[src/rtl/kpn_pkg.sv]
// Shared definitions for the Kahn-network actors: token/counter widths and
// the add-process state encoding.
package kpn_pkg;

    localparam int KPN_TOKEN_WIDTH = 16;
    localparam int KPN_CNT_WIDTH   = 16;

    typedef enum logic [2:0] {
        FETCH_A,
        LATCH_A,
        FETCH_B,
        LATCH_B,
        EMIT
    } kpn_add_state_t;

endpackage

[src/rtl/kpn_add_core.sv]
// Combinational WIDTH-bit unsigned adder with carry out.
// Define KPN_ADD_SATURATE_EN to clamp the sum to all-ones on carry.
module kpn_add_core #(
    parameter int WIDTH = 16
) (
    input  logic [WIDTH-1:0] a,
    input  logic [WIDTH-1:0] b,
    output logic [WIDTH-1:0] sum,
    output logic             carry
);

    logic [WIDTH:0] full_sum;

    always_comb begin
        full_sum = {1'b0, a} + {1'b0, b};
        carry    = full_sum[WIDTH];
`ifdef KPN_ADD_SATURATE_EN
        sum      = carry ? '1 : full_sum[WIDTH-1:0];
`else
        sum      = full_sum[WIDTH-1:0];
`endif
    end

endmodule

[src/rtl/kpn_add_process.sv]
// KPN actor: blocking-read A, blocking-read B, write A+B to the output FIFO.
// Saturating sums are selected by KPN_ADD_SATURATE_EN (see kpn_add_core).
module kpn_add_process
    import kpn_pkg::*;
#(
    parameter int WIDTH = KPN_TOKEN_WIDTH
) (
    input  logic                     clk,
    input  logic                     rst_n,
    input  logic                     empty_a,
    input  logic [WIDTH-1:0]         data_a,
    output logic                     rd_a,
    input  logic                     empty_b,
    input  logic [WIDTH-1:0]         data_b,
    output logic                     rd_b,
    input  logic                     full_out,
    output logic                     wr_out,
    output logic [WIDTH-1:0]         data_out,
    output logic [KPN_CNT_WIDTH-1:0] token_cnt,
    output logic                     ovf,
    output logic                     busy
);

    kpn_add_state_t   state;
    logic [WIDTH-1:0] a_reg;
    logic [WIDTH-1:0] sum_reg;
    logic [WIDTH-1:0] core_sum;
    logic             core_carry;

    kpn_add_core #(
        .WIDTH (WIDTH)
    ) u_core (
        .a     (a_reg),
        .b     (data_b),
        .sum   (core_sum),
        .carry (core_carry)
    );

    // Strobes only depend on the flag of the state that owns them, so each
    // strobe lasts exactly the one cycle in which the transition is taken.
    always_comb begin
        rd_a   = (state == FETCH_A) && !empty_a;
        rd_b   = (state == FETCH_B) && !empty_b;
        wr_out = (state == EMIT)    && !full_out;
    end

    assign busy     = (state != FETCH_A);
    assign data_out = sum_reg;

    always_ff @(posedge clk or negedge rst_n) begin
        if (!rst_n) begin
            state     <= FETCH_A;
            a_reg     <= '0;
            sum_reg   <= '0;
            token_cnt <= '0;
            ovf       <= 1'b0;
        end else begin
            unique case (state)
                FETCH_A: if (!empty_a) state <= LATCH_A;
                LATCH_A: begin
                    a_reg <= data_a;
                    state <= FETCH_B;
                end
                FETCH_B: if (!empty_b) state <= LATCH_B;
                LATCH_B: begin
                    sum_reg <= core_sum;
                    if (core_carry) ovf <= 1'b1;
                    state   <= EMIT;
                end
                EMIT: if (!full_out) begin
                    token_cnt <= token_cnt + 1'b1;
                    state     <= FETCH_A;
                end
                default: state <= FETCH_A;
            endcase
        end
    end

endmodule

[config.mk]
export PLATFORM = sky130hd
export DESIGN_NAME = kpn_add_process
export DESIGN_NICKNAME = d
export VERILOG_FILES = /design/src/rtl/kpn_pkg.sv /design/src/rtl/kpn_add_core.sv /design/src/rtl/kpn_add_process.sv
export SDC_FILE = /design/constraint.sdc
export NUM_CORES = 1
export LEC_CHECK = 0
export CORE_MARGIN = 3
export CORE_UTILIZATION = 45
export CTS_CLUSTER_DIAMETER = 50
export DETAILED_ROUTE_END_ITERATION = 10
export MAX_ROUTING_LAYER = met4
export PLACE_DENSITY_LB_ADDON = 0.2
export SETUP_SLACK_MARGIN = 0.2
export SKIP_CTS_REPAIR_TIMING = 1
export SYNTH_ARGS = -nofsm -noshare
export SYNTH_HDL_FRONTEND = slang
export SYNTH_HIERARCHICAL = 1
export SYNTH_SLANG_ARGS = --single-unit
export TNS_END_PERCENT = 1
[constraint.sdc]
create_clock -name clk -period 6.1 [get_ports clk]
set_clock_uncertainty 0.05 [all_clocks]
set_input_delay 1.22 -clock clk [delete_from_list [all_inputs] [get_ports clk]]
set_output_delay 1.22 -clock clk [all_outputs]
set_load 0.03 [all_outputs]
==> run summary, run 1 <==
Critical Path Start = full_out
Total Power = 0.00191 W
Congestion Overflow GR = 0
Place WS = 1.84 ns
Layout cell share with drive strength beyond 1 = 15.9%
Critical Path AT = 3.00 ns
Critical Path Fanout Max = 10
Netlist cell types = 49
Required time of the critical path = 4.83 ns
Max rail drop VDD = 277 uV
Die Wd = 87.1 um
Top Ports = 74
Synth Area in Adders = 7.86%
Top Metal Used = met4
Core Footprint = 6130 um^2
Hold_sp = token_cnt[15]
Leak Pwr = 1.67 nW
Max clock buf depth = 2
Pre-Repair DR Iteration Count = 5
Synthesized flop and latch total = 52
Max Cap Viol = 0
Seq/Total Area, Yosys = 43.9%
Final std cells w/o fill = 403
Worst Setup Start Kind = input pin
DR iter-0 viols = 118
DR WL met3 = 425 um
Synth Area in Simple Gates = 12.1%
Xor/xnor cell area share of the yosys netlist = 7.69%
Compound-Gate Fraction of Synth Area = 12.3%
CP Capture Type = primary output
DRT met1 WL = 2.79 mm
CP Class = in2out
DR WL met2 = 2.93 mm
Slew @ Worst Pin = 1.04 ns
Largest family of logic cells by synthesized area = multiplexers
Period minus WS final = 4.27 ns
Drt wl/cell = 15.4 um
Rows = 28
Final Wtd Congestion = 0.774
Vias in the first global route = 2156
Synth Warn # = 6
Number of diodes = 0
Antenna violations before repair = 0
Mux cell area share after synthesis = 12.5%
Final nets = 382
PortBufs = 73
Worst skew pair latency = 0.31 ns
Final HPWL from detailed placement = 4.49 mm
CTS tree = built
Die Y-Extent = 87.1 um
Synthesis-to-finish area growth = 29.3%
Post-Syn Instances = 258
CTS Sinks = 52
Final ANT Viol Nets = 0
FMAX = 234 MHz
Post-Syn Area = 2960 um^2
All-layer global routing usage = 17.9%
Min-delay worst type = reg2reg
Initial Utilization = 48.3%
# setup viols final = 0
Syn_area_per_cell = 11.5 um^2
H-tree Lvls = 2
Worst r2r src = a_reg[0]
CTS root buffer = clkbuf_8
Fin worst setup slack = 1.83 ns
Total CTS buffers = 5
Power Density = 500 nW/um^2
Status = completed
Most frequent cells in the layout = clkdlybuf4s50_1, dfrtp_1, mux2_2
Post-synth net total = 313
Final Hold Vio Count = 0
Max-slew violations = 0
Wire length of the first global-routing pass = 10.3 mm
Worst-path clk slew = 0.09 ns
Pin count of the biggest net entering global routing = 53
RSZ-0062 raised after global routing = no
Max-slew headroom = 30.5%
Cells after DPL = 395
Fin crit share = 70.0%
Fin Setup TNS = 0 ns
Commonest non-fill, non-tap cell in the layout = clkdlybuf4s50_1
Residual DRC = 0
Vias = 2226
Vias per Instance = 5.52
Die Area = 7590 um^2
Final WL = 6.22 mm
## layout make-up
type	instances	area [um^2]
clock inverter	2	38.8
inverter	7	26.3
clock buffer	6	72.6
sequential	52	1300
multi-input combinational	186	1560
fill	501	2300
tap	75	93.8
timing repair buffer	75	741
## synth_stat cells, drive strengths merged
library cell | number | share of area, %
a2111oi | 2 | 0.59
a211o | 1 | 0.30
a211oi | 4 | 1.0
a21o | 9 | 2.3
a21oi | 8 | 1.6
a221oi | 2 | 1.0
a311oi | 1 | 0.30
a31oi | 1 | 0.21
a41oi | 2 | 0.59
and2 | 1 | 0.21
and3 | 6 | 1.3
and4 | 2 | 0.59
buf | 11 | 2.4
clkbuf | 2 | 0.25
dfrtp | 52 | 44
fa | 1 | 0.68
ha | 17 | 7.2
inv | 7 | 0.89
mux2 | 33 | 13
nand2 | 10 | 1.3
nand2b | 1 | 0.21
nand3 | 7 | 1.4
nand3b | 1 | 0.25
nand4 | 7 | 1.5
nor2 | 11 | 1.4
nor2b | 3 | 0.63
nor3 | 4 | 0.68
nor3b | 1 | 0.42
nor4 | 5 | 1.1
nor4b | 2 | 1.1
o211a | 1 | 0.34
o211ai | 3 | 0.76
o21ai | 5 | 0.97
o21bai | 3 | 0.89
o221ai | 1 | 0.30
o311a | 1 | 0.34
o311ai | 2 | 0.59
o31ai | 1 | 0.25
or3 | 1 | 0.21
xnor2 | 13 | 3.8
xor2 | 13 | 3.8
## cell families (layout without fill, tap and decap cells)
kind of cell,count (synthesis),in the layout
buffers and inverters,20,90
flip-flops,52,52
adder cells (fa/ha/maj),18,18
multiplexers,33,33
XOR/XNOR,26,26
AO/OA/AOI/OAI,47,47
AND/OR/NAND/NOR,62,62
## through the flow
stage | util, % | hold WS (ns) | cell area, um^2
2_1_floorplan | - | 0.437 | 2960
6_report | 62.5 | 0.432 | 3830
3_5_place_dp | 60.7 | 0.406 | 3720
3_3_place_gp | 60.7 | 0.410 | 3720
4_1_cts | 62.5 | 0.434 | 3830
5_1_grt | 62.5 | 0.465 | 3830
## power breakdown
part	switching, W	internal, W
sequential	0.0000996	0.000479
clock	0.000121	0.000124
combinational	0.000563	0.000527
## worst max-delay path: stages
cell and delay (ns):
clkdlybuf4s50_1 0.46, nor4b_4 0.53, clkdlybuf4s50_1 0.78
## final timing paths
path | endpoint | slack, ns | cells after the start
max in group asynchronous | token_cnt[12] | 4.60 | 2
max | wr_out | 1.83 | 3
min in group asynchronous | a_reg[12] | 0.96 | 2
max reg2reg | data_out[10] | 3.58 | 8
min reg2reg | token_cnt[15] | 0.43 | 1
min | token_cnt[15] | 0.43 | 1
## routing by layer
layer,track usage (%),vias up
li1,-,1084
met1,22.3,1070
met2,28.6,63
met3,4.45,9
met4,5.86,0
met5,-,-
Power figures use the tool's default switching activity.
==> inputs of run 2 (changes only) <==
- clock period: 6.1 -> 3.9 ns (I/O delays scaled with it)
==> run 2 against run 1 <==
Setup slack got worse by 0.97 ns. Power up 53%. Critical path depth is the same. Sequential power is 57% higher. Combinational power up 58%. Sequential cell count unchanged. Hold slack better by 0.0071 ns. Clock-buffer cell count down 1. Critical endpoint unchanged.
==> run summary, run 2 (synthesis gave the netlist of run 1 again) <==
Status = completed
Final hold slack = 0.439 ns (+0.00714 ns)
Vias in the first global route = 2202 (+2.1%)
Vias = 2244 (+0.81%)
Min-delay worst type = reg2reg
Max rail drop VDD = 484 uV (+75%)
Antenna violations before repair = 0 (unchanged)
H-tree Lvls = 2 (unchanged)
Max clock buf depth = 2 (unchanged)
FMAX = 329 MHz
Final std cells w/o fill = 403 (unchanged)
Max Cap Viol = 0 (unchanged)
Worst skew pair latency = 0.30 ns (about the same)
Cells after DPL = 396 (+0.25%)
Worst Setup Start Kind = input pin
Layout cell share with drive strength beyond 1 = 16.2% (+0.30 points)
Die Wd = 87.1 um (unchanged)
Area of the multi-input gates = 1560 um^2 (unchanged)
Die Area = 7590 um^2 (unchanged)
Wire length of the first global-routing pass = 10.5 mm (+2.6%)
Worst-path clk slew = 0.10 ns (about the same)
Congestion Overflow GR = 0 (unchanged)
Top Ports = 74 (unchanged)
Final ANT Viol Nets = 0 (unchanged)
CTS root buffer = clkbuf_8
Pin count of the biggest net entering global routing = 36 (-32%)
PortBufs = 73 (unchanged)
Vias per Instance = 5.57 (+0.81%)
Fin crit share = 77.9%
Total CTS buffers = 5 (unchanged)
Drt wl/cell = 15.7 um (+1.6%)
CP Class = in2out
Most frequent cells in the layout = clkdlybuf4s50_1, dfrtp_1, mux2_2
Initial Utilization = 48.3% (unchanged)
Required time of the critical path = 3.07 ns (-1.76 ns)
All-layer global routing usage = 18.2% (+0.26 points)
Final HPWL from detailed placement = 4.76 mm (+6.0%)
Critical Path AT = 2.21 ns (-0.79 ns)
Slew @ Worst Pin = 0.972 ns (-0.0682 ns)
Fin Setup TNS = 0 ns (unchanged)
Synthesis-to-finish area growth = 28.7%
Max-slew violations = 0 (unchanged)
Pre-Repair DR Iteration Count = 6 (+1)
Residual DRC = 0 (unchanged)
Commonest non-fill, non-tap cell in the layout = clkdlybuf4s50_1
RSZ-0062 raised after global routing = no
CP Capture Type = primary output
Sequential Area = 1300 um^2 (unchanged)
Max-slew headroom = 35.0% (+4.6 points)
Fill count = 516 (+3.0%)
Final WL = 6.32 mm (+1.6%)
Number of diodes = 0 (unchanged)
Power Density = 767 nW/um^2 (+54%)
Final Wtd Congestion = 0.812 (+4.9%)
CTS Sinks = 52 (unchanged)
Final Hold Vio Count = 0 (unchanged)
Critical Path Fanout Max = 2 (-8)
Leak Pwr = 1.66 nW (-0.58%)
Final nets = 383 (+0.26%)
Rows = 28 (unchanged)
Period minus WS final = 3.04 ns
DR iter-0 viols = 142 (+20%)
# setup viols final = 0 (unchanged)
CTS tree = built
Core Footprint = 6130 um^2 (unchanged)
Die Y-Extent = 87.1 um (unchanged)
## run 2: changes by cell type in the layout (fill, tap and decap cells not counted)
cell        before  now
clkinvlp_4       0    1
bufinv_16        1    0
clkbuf_1         1    0
buf_4            2    3
## run 2: worst paths after layout
| kind | start | endpoint | slack (ns) | cells past startpoint |
|---|---|---|---|---|
| hold / removal | token_cnt[15] | token_cnt[15] | 0.44 | 1 |
| hold reg to reg | token_cnt[15] | token_cnt[15] | 0.44 | 1 |
| max in group asynchronous | rst_n | a_reg[13] | 2.56 | 2 |
| setup / recovery | full_out | wr_out | 0.86 | 3 |
| min in group asynchronous | rst_n | a_reg[1] | 0.49 | 1 |
| setup reg to reg | a_reg[0] | data_out[12] | 1.38 | 8 |
## run 2: area by class of cell
| class | count | share of cell area, % |
|---|---|---|
| well taps | 75 | 2.46 |
| flip-flops and latches | 52 | 34.1 |
| inverters | 7 | 0.689 |
| multi-input cells | 186 | 40.8 |
| clock inverters | 2 | 0.427 |
| clock buffers | 5 | 1.81 |
| repair buffers | 76 | 19.6 |
## run 2: where the power goes
part | leakage [nW] | switching [W] | internal [W]
sequential | 0.637 | 0.000158 | 0.000750
combinational | 0.984 | 0.000890 | 0.000826
clock | 0.0406 | 0.000175 | 0.000125
## run 2: metrics by stage
step | setup slack [ns] | utilization, % | power (W) | cell area (um^2)
after floorplan | 1.20 | - | 0.00216 | 2960
after global placement | 0.640 | 60.8 | 0.00260 | 3730
after detailed placement | 0.612 | 60.8 | 0.00264 | 3730
after CTS | 0.844 | 62.2 | 0.00295 | 3810
after global routing | 0.787 | 62.2 | 0.00315 | 3810
final | 0.861 | 62.2 | 0.00292 | 3810
## run 2: critical path, stage by stage
cell             delay, ns
clkdlybuf4s50_1       0.46
nor4b_4               0.26
clkdlybuf4s50_1       0.72
## run 2: per-layer routing
layer | vias up | track usage, % | share of wire, % | routed length [um]
met2 | 77 | 28.9 | 48 | 3010
met1 | 1076 | 23.5 | 45 | 2870
met3 | 7 | 4.45 | 6.0 | 378
met4 | 0 | 4.18 | 1.1 | 70
li1 | 1084 | - | - | -
met5 | - | - | 0 | 0
==> inputs of run 3 (changes only) <==
- clock period: 3.9 -> 3.1 ns (I/O delays scaled with it)
==> run 3 against run 2 <==
Register-to-register slack worse by 0.69 ns. Power is 26% higher. Sequential power is 27% higher. Largest power group unchanged. Highest routed layer unchanged.
==> run summary, run 3 (synthesis gave the netlist of run 1 again) <==
Vias per Instance = 5.53 (-0.74%)
All-layer global routing usage = 18.2% (+0.028 points)
Final HPWL from detailed placement = 4.76 mm (about the same)
Core Footprint = 6130 um^2 (unchanged)
Min-delay worst type = in2async
CTS root buffer = clkbuf_8
Wire length of the first global-routing pass = 10.6 mm (+0.39%)
Final ANT Viol Nets = 0 (unchanged)
Pin count of the biggest net entering global routing = 33 (-8.3%)
Max-slew violations = 0 (unchanged)
GR Layer Usage met1 = 22.8% (-0.69 points)
Slew @ Worst Pin = 0.973 ns (+0.00171 ns)
Die Area = 7590 um^2 (unchanged)
Max rail drop VDD = 691 uV (+43%)
Rows = 28 (unchanged)
Crit path max-delay family = adder cells
Power Density = 966 nW/um^2 (+26%)
Required time of the critical path = 3.24 ns (+0.17 ns)
Residual DRC = 0 (unchanged)
Post-place instance area = 3740 um^2 (+0.40%)
Grt peak-use layer = met2
Final Hold Vio Count = 0 (unchanged)
RSZ-0062 raised after global routing = no
Die Wd = 87.1 um (unchanged)
Most frequent cells in the layout = clkdlybuf4s50_1, dfrtp_1, mux2_2
Max clock buf depth = 2 (unchanged)
Fin crit share = 87.7%
Vias = 2244 (unchanged)
M3 GR Usage = 4.35% (-0.095 points)
Pre-Repair DR Iteration Count = 4 (-2)
Final nets = 385 (+0.52%)
Fin Setup TNS = 0 ns (unchanged)
Final Wtd Congestion = 0.812 (about the same)
Worst skew pair latency = 0.30 ns (about the same)
Layout cell share with drive strength beyond 1 = 16.6% (+0.46 points)
Reg2reg end = data_out[10]
Critical Path AT = 2.86 ns (+0.65 ns)
Final WL = 6.32 mm (about the same)
DR iter-0 viols = 97 (-32%)
Max Cap Viol = 0 (unchanged)
CP Buf/Inv Count = 2 (unchanged)
Finished Cell Area = 3830 um^2 (+0.43%)
# setup viols final = 0 (unchanged)
Status = completed
PortBufs = 73 (unchanged)
CTS Sinks = 52 (unchanged)
Worst path cell trace = clkdlybuf4s50_1 -> ha_1 -> fa_1 -> a21o_1 -> a221oi_2 -> buf_4 -> o21bai_2 -> nor4_1 -> a211oi_1 -> mux2_2
H-tree Lvls = 2 (unchanged)
Critical Path Fanout Max = 3 (+1)
Met2 usage = 29.3% (+0.41 points)
Top Ports = 74 (unchanged)
Reg2Reg Depth = 9 (+1)
Total CTS buffers = 5 (unchanged)
Die Y-Extent = 87.1 um (unchanged)
Worst-path clk slew = 0.10 ns (about the same)
Number of diodes = 0 (unchanged)
Period minus WS final = 2.72 ns
Slowest cell on crit path = clkdlybuf4s50_1
Congestion Overflow GR = 0 (unchanged)
Leak Pwr = 1.68 nW (+0.86%)
Max-slew headroom = 34.9% (-0.11 points)
Worst r2r src = a_reg[0]
Antenna violations before repair = 0 (unchanged)
Drt wl/cell = 15.6 um (-0.79%)
CP Class = in2reg
CP Capture Type = register
Worst Setup Start Kind = input pin
Vias in the first global route = 2233 (+1.4%)
Synthesis-to-finish area growth = 29.2%
FMAX = 368 MHz
CTS tree = built
Worst R2R Setup Slack = 0.69 ns (-0.69 ns)
Commonest non-fill, non-tap cell in the layout = clkdlybuf4s50_1
Crit-path max cell delay = 0.40 ns (-0.32 ns)
Initial Utilization = 48.3% (unchanged)
==> run 3: cell types whose count changed in the layout (fill, tap and decap cells not counted), sizes merged <==
cell | before | now
buf | 4 | 6
clkinvlp | 1 | 0
clkbuf | 5 | 6
clkinv | 0 | 1
==> run 3: metal layers <==
metal  vias up  wire length, um
li1       1090                -
met1      1085             2820
met4         0               87
met5         -                0
met3         9              416
met2        60             3000
==> run 3: per-stage QoR <==
stage          total power (W)  hold WS (ns)  std cells  util, %  worst slack [ns]
6_report               0.00370         0.203        406     62.4             0.382
5_1_grt                0.00399         0.233        406     62.4             0.205
4_1_cts                0.00374         0.211        406     62.4             0.366
3_5_place_dp           0.00334         0.415        398     61.0            0.0551
3_3_place_gp           0.00329         0.413        398     61.0             0.101
2_1_floorplan          0.00271         0.274        258        -             0.555
==> run 3: final cells by class <==
class	instances	area, um^2
fillers	508	2300
multi-input cells	186	1560
flip-flops and latches	52	1300
repair buffers	78	763
well taps	75	93.8
clock buffers	6	72.6
inverters	7	26.3
clock inverters	2	13.8
==> run 3: power by group <==
group / leakage (nW) / total, W / internal [W] / switching (W)
Clock: 0.0456 / 0.000383 / 0.000161 / 0.000222
Sequential: 0.637 / 0.00115 / 0.000943 / 0.000203
Combinational: 0.993 / 0.00217 / 0.00106 / 0.00111
Total: 1.68 / 0.00370 / 0.00216 / 0.00153
==> run 3: worst max-delay path by stage <==
| stage | from | end | slack, ns | cells after the start |
|---|---|---|---|---|
| after detailed placement | data_b[0] | data_out[10] | 0.06 | 10 |
| after floorplan | data_b[0] | data_out[12] | 0.56 | 8 |
| after CTS | full_out | wr_out | 0.37 | 3 |
| after global placement | data_b[0] | data_out[10] | 0.10 | 10 |
| final | data_b[0] | data_out[10] | 0.38 | 10 |
| after global routing | data_b[0] | data_out[10] | 0.20 | 10 |
==> run 3: worst register-to-register path, stage by stage (launching register included) <==
cell,delay [ns]
dfrtp_1,0.39
ha_1,0.24
fa_1,0.40
a21o_1,0.22
a221oi_2,0.21
buf_4,0.17
o21bai_2,0.08
nor4_1,0.19
a211oi_1,0.08
mux2_2,0.26
